**config.mk**
```make
export PLATFORM = sky130hd
export DESIGN_NAME = switch_input_port
export DESIGN_NICKNAME = d
export VERILOG_FILES = /design/src/rtl/switch_input_port.sv
export SDC_FILE = /design/constraint.sdc
export NUM_CORES = 1
export LEC_CHECK = 0
export CAP_MARGIN = 20
export CORE_MARGIN = 5
export CORE_UTILIZATION = 50
export DETAILED_ROUTE_END_ITERATION = 8
export PLACE_DENSITY = 0.76
export SYNTH_ARGS = -nofsm -noshare
export SYNTH_HDL_FRONTEND = slang
export SYNTH_SLANG_ARGS = --single-unit
```
**constraint.sdc**
```tcl
create_clock -name clock -period 3.9 [get_ports clock]
set_input_delay 0.39 -clock clock [delete_from_list [all_inputs] [get_ports clock]]
set_output_delay 0.39 -clock clock [all_outputs]
set_load 0.005 [all_outputs]
```
**src/rtl/switch_input_port.sv**
```systemverilog
// switch_input_port: synchronizes switches and enter button, debounces the button,
// and buffers one switch word per press behind a valid/consume handshake with CPU stall.
module switch_input_port #(
    parameter int DATA_WIDTH      = 16,
    parameter int DEBOUNCE_CYCLES = 50000
) (
    input  logic                  clock,
    input  logic                  reset,
    input  logic [DATA_WIDTH-1:0] switches,
    input  logic                  button,
    input  logic                  cpu_req,
    input  logic                  clear_overrun,
    output logic [DATA_WIDTH-1:0] in_data,
    output logic                  in_valid,
    output logic                  stall,
    output logic                  overrun
);
    localparam int CW = $clog2(DEBOUNCE_CYCLES);
    localparam logic [CW-1:0] CNT_MAX = CW'(DEBOUNCE_CYCLES - 1);

    typedef enum logic {EMPTY, FULL} state_t;

    logic [DATA_WIDTH-1:0] sw_meta_q, sw_s_q, in_data_q;
    logic                  btn_meta_q, btn_s_q;
    logic [CW-1:0]         cnt_q, cnt_d;
    logic                  stable_q, stable_d, stable_dly_q;
    logic                  overrun_q, press;
    state_t                state_q;

    always_comb begin
        press    = stable_q & ~stable_dly_q;
        cnt_d    = (btn_s_q == stable_q || cnt_q == CNT_MAX) ? '0 : cnt_q + 1'b1;
        stable_d = (btn_s_q != stable_q && cnt_q == CNT_MAX) ? btn_s_q : stable_q;
    end

    always_ff @(posedge clock or negedge reset) begin
        if (!reset) begin
            sw_meta_q    <= '0;
            sw_s_q       <= '0;
            btn_meta_q   <= 1'b0;
            btn_s_q      <= 1'b0;
            cnt_q        <= '0;
            stable_q     <= 1'b0;
            stable_dly_q <= 1'b0;
        end else begin
            sw_meta_q    <= switches;
            sw_s_q       <= sw_meta_q;
            btn_meta_q   <= button;
            btn_s_q      <= btn_meta_q;
            cnt_q        <= cnt_d;
            stable_q     <= stable_d;
            stable_dly_q <= stable_q;
        end
    end

    // A press into a full buffer with no consume is dropped and flagged; that set beats clear.
    always_ff @(posedge clock or negedge reset) begin
        if (!reset) begin
            state_q   <= EMPTY;
            in_data_q <= '0;
            overrun_q <= 1'b0;
        end else begin
            if (clear_overrun)
                overrun_q <= 1'b0;
            case (state_q)
                EMPTY: if (press) begin
                    in_data_q <= sw_s_q;
                    state_q   <= FULL;
                end
                FULL: if (cpu_req) begin
                    if (press)
                        in_data_q <= sw_s_q;
                    else
                        state_q <= EMPTY;
                end else if (press) begin
                    overrun_q <= 1'b1;
                end
                default: state_q <= EMPTY;
            endcase
        end
    end

    assign in_data  = in_data_q;
    assign in_valid = (state_q == FULL);
    assign overrun  = overrun_q;
    assign stall    = cpu_req & ~in_valid;
endmodule
```
==> metrics.md <==
| Metric | Value |
|---|---|
| Distinct cells, synth | `21` |
| Fin Clk Skew | `3.57 ps` |
| Post-synthesis compound-gate area fraction | `under 10%` |
| GRT Residual Overflow | `0` |
| First-pass GRT wire length | `about 7200 um` |
| Switching power as a share of total power | `a little over a fifth` |
| Clock transition at the registers of the reported paths | `approximately 70 ps` |
| Most area-consuming cells after synthesis | `sky130_fd_sc_hd__dfrtp_1 73%, sky130_fd_sc_hd__mux2_2 7.9%, sky130_fd_sc_hd__xnor2_1 3.6%` |
| Largest net degree at the start of global routing | `46` |
| Top FF cell, synth | `sky130_fd_sc_hd__dfrtp_1` |
| Top cell type's share of synthesized area | `72.7%` |
| Share of synthesized registers carrying an async set or reset | `100%` |
| Average instance area after synthesis | `between 10 and 15 um2` |
| Element type at the critical path end | `flip-flop` |
| Number of hold-repair buffers added at the cts stage | `0` |
| Number of H-tree levels | `3` |
| Routability-driven placement congestion ratio | `around 0.82` |
| Library cell with the highest instance count after synthesis | `sky130_fd_sc_hd__dfrtp_1` |
| Type of the worst min-delay path | `input pin to asynchronous set/reset pin` |
| Endpoint arrival time on the critical path | `2280 ps` |
| Power Dens Cells | `between 400 and 500 nW/um2` |
| Transition at the pin with the smallest max-transition slack | `936 ps` |
| Setup repair after global routing missed its margin | `no` |
| Post-detailed-routing wire length | `between 4000 and 5000 um` |
| Comb pwr share | `~3.4%` |
| Number of CTS-inserted buffers | `9` |
| DR iter-0 viols | `58` |
| Sequential share of power | `58.6%` |
| Net switching power figure | `0.276 mW` |
| Rows | `25` |
| Seq/Total Area, Yosys | `72.7%` |
| Drc violations | `0` |
| Overall power of the completed layout | `~1.3 mW` |
| Lkg Pwr | `1.35 nW` |
| Area leader, netlist | `sky130_fd_sc_hd__dfrtp_1` |
| Root Buffer Master | `sky130_fd_sc_hd__clkbuf_8` |
| Design internal power | `~1 mW` |
| Endpoints failing setup | `0` |
| Highest net fanout along the worst path | `16` |
| Number of nets with antenna violations after routing | `0` |
| Ports | `40` |
| Cell area after synthesis | `around 2400 um2` |
| Number of endpoints with negative hold slack in the final report | `0` |
| Commonest cells in the synthesized netlist | `70 x sky130_fd_sc_hd__dfrtp_1, 17 x sky130_fd_sc_hd__mux2_2, 17 x sky130_fd_sc_hd__nor2_1` |
| Share of synthesized area spent on multiplexers | `under 10%` |
| Average wire per cell in the routed design | `about 16 um` |
| Critical Path Slowest Stage Cell | `sky130_fd_sc_hd__o41ai_4` |
| Horizontal die dimension | `~79 um` |
| Arithmetic-cell share of the synthesized area counting full adders, half adders and majority gates | `0.519%` |
| Number of inserted diodes | `0` |
| Status | `finished, final reports clean` |
| Minimum period implied by the final worst setup slack | `~2100 ps` |
| Mapped Nets | `184` |
| Number of global-route vias before repair | `approximately 1500` |
| Per-cell via count in the routed design | `5.15` |
| Max-slew headroom at the worst pin | `roughly 38%` |
| Sinks on Clock Net | `70` |
| Post-Synth XOR/XNOR Area | `roughly 5.4%` |
| Total count of max-transition violations in the final report | `0` |
| Number of synthesis warnings | `0` |
| Cells after Synth | `about 160` |
| Dominant combinational cell family by area after synthesis | `simple AND/OR/NAND/NOR gates` |
| Number of nets in the layout | `approximately 230` |
| Worst path bufs/invs | `0` |
| Post-route worst setup slack | `around 1800 ps` |
| Fraction of power consumed by the clock network | `a little under two fifths` |
| Layout cells sized above 1 | `16.4%` |
| Number of fillers in the final layout | `about 350` |
| Source-to-sink clock delay at the later pin of the worst-skew pair | `about 330 ps` |
| Antenna violations before repair | `0` |
| Simple logic cell fraction of the synthesized area | `between 10% and 20%` |
| Number of vias after detailed routing | `1380` |
| Number of post-CTS setup repair buffers | `0` |
| HPWL after detailed placement | `2890 um` |
| Crit share post-route | `a little over half` |
| Required time of the critical path | `about 4000 ps` |
| Total die area | `approximately 6300 um2` |
| Sum of negative setup slack | `0 ps` |
| Count of flip-flops with a built-in enable after synthesis | `0` |
| Peak per-stage delay on the critical path | `710 ps` |
| Overall fraction of global-route tracks in use | `between 10% and 20%` |
| Critical path cell sequence | `ha_1, and3_1, nand4_1, o41ai_4, nor2_1` |
| Initial cell density of the core | `between 50% and 60%` |
| Resized cells post-CTS | `0` |
| Worst setup timing slack at the placement stage | `around 1900 ps` |
| Seq cells post-synth | `70` |
| Chip height | `~79 um` |
| DRT Pass-1 Iters | `4` |
| Area grow syn2layout | `25.2%` |
| Startpoint-to-endpoint class of the critical path | `flip-flop to flip-flop` |
| Worst voltage drop across the vdd grid | `about 180 uV` |
| Critical Path Start Type | `flip-flop` |
| Area of the placeable core | `4690 um2` |
| Clock tree buffer depth | `2` |
| Highest Clock Rate | `around 480 MHz` |
| MaxCap Viol Count | `0` |
| Input/output buffers | `39` |
| CTS tree | `yes` |
| Cell family with the largest share of critical-path delay | `compound AO/OA/AOI/OAI gates` |
==> worst paths after layout <==
path                       slack [ps]  startpoint  cells after the start          to
setup / recovery                 1800    cnt_q[0]                      5   cnt_q[12]
hold / removal                    200       reset                      1   sw_s_q[4]
setup reg to reg                 1800    cnt_q[0]                      5   cnt_q[12]
hold reg to reg                   350  btn_meta_q                      0     btn_s_q
max in group asynchronous        2830       reset                      2  sw_s_q[13]
min in group clock                350  btn_meta_q                      0     btn_s_q
==> flip-flops by register name, indices dropped and copies added, names as in the netlist <==
signal,count
stable_dly_q,1
stable_q,1
cnt_q,16
btn_meta_q,1
overrun,1
in_valid,1
sw_meta_q,16
in_data,16
sw_s_q,16
btn_s_q,1
==> cells in the final DEF, fill, tap and decap left out <==
cell and instances:
sky130_fd_sc_hd__and3_1 1, sky130_fd_sc_hd__xnor2_1 10, sky130_fd_sc_hd__nor2_1 17, sky130_fd_sc_hd__inv_1 4, sky130_fd_sc_hd__nor4_1 6, sky130_fd_sc_hd__nand3b_1 1
sky130_fd_sc_hd__xor2_1 5, sky130_fd_sc_hd__nand3_1 6, sky130_fd_sc_hd__buf_2 1, sky130_fd_sc_hd__nor3_1 3, sky130_fd_sc_hd__mux2_2 17, sky130_fd_sc_hd__buf_4 2
sky130_fd_sc_hd__nand2b_1 3, sky130_fd_sc_hd__ha_1 1, sky130_fd_sc_hd__o41ai_4 1, sky130_fd_sc_hd__nor2b_1 2, sky130_fd_sc_hd__nand4_1 6, sky130_fd_sc_hd__clkinv_4 1
sky130_fd_sc_hd__clkbuf_8 10, sky130_fd_sc_hd__clkbuf_1 1, sky130_fd_sc_hd__dfrtp_1 70, sky130_fd_sc_hd__clkdlybuf4s50_1 38, sky130_fd_sc_hd__clkinv_2 3, sky130_fd_sc_hd__nand2_1 3
sky130_fd_sc_hd__and4_1 1, sky130_fd_sc_hd__o22ai_1 1
==> worst reg2reg max path, delay by kind of cell, from the launching register on <==
kind,cells,cell delay (ps)
AO/OA/AOI/OAI,1,710
adder cells (fa/ha/maj),1,230
flip-flops,1,410
AND/OR/NAND/NOR,3,600
==> area by class of cell <==
class	count	area, um2	area share (%)
clock inverters	4	23.8	0.788
repair buffers	41	400	13.3
flip-flops and latches	70	1750	58.0
multi-input cells	84	618	20.5
inverters	4	15.0	0.498
well taps	54	67.6	2.24
clock buffers	11	141	4.68
==> kinds of logic (layout without fill, tap and decap cells) <==
family | count (synthesis) | count (layout)
AO/OA/AOI/OAI | 2 | 2
adder cells (fa/ha/maj) | 1 | 1
XOR/XNOR | 15 | 15
multiplexers | 17 | 17
AND/OR/NAND/NOR | 49 | 49
flip-flops | 70 | 70
buffers and inverters | 8 | 60
==> layer usage <==
layer / global-route usage (%) / vias up / wire length, um
met3: 4.74 / 12 / 164
met4: 11.0 / 0 / 139
met2: 24.7 / 40 / 2170
met1: 17.8 / 687 / 1690
met5: 0 / - / 0
li1: - / 641 / -
==> power by group through the flow <==
stage | registers [mW] | logic (mW) | clock network [mW]
floorplan | 0.765 | 0.00901 | 0
global placement | 0.766 | 0.0433 | 0
detailed placement | 0.767 | 0.0449 | 0
CTS | 0.754 | 0.0456 | 0.507
global route | 0.755 | 0.0498 | 0.541
finish | 0.753 | 0.0441 | 0.489
==> through the flow <==
step	std cells	utilization, %	cell area, um2	hold WS, ps
6_report	268	64.3	3020	199
5_1_grt	268	64.3	3020	280
4_1_cts	268	64.3	3020	221
3_5_place_dp	253	60.8	2850	335
3_3_place_gp	253	60.8	2850	332
2_1_floorplan	162	-	2410	94.4
Power figures use the tool's default switching activity.
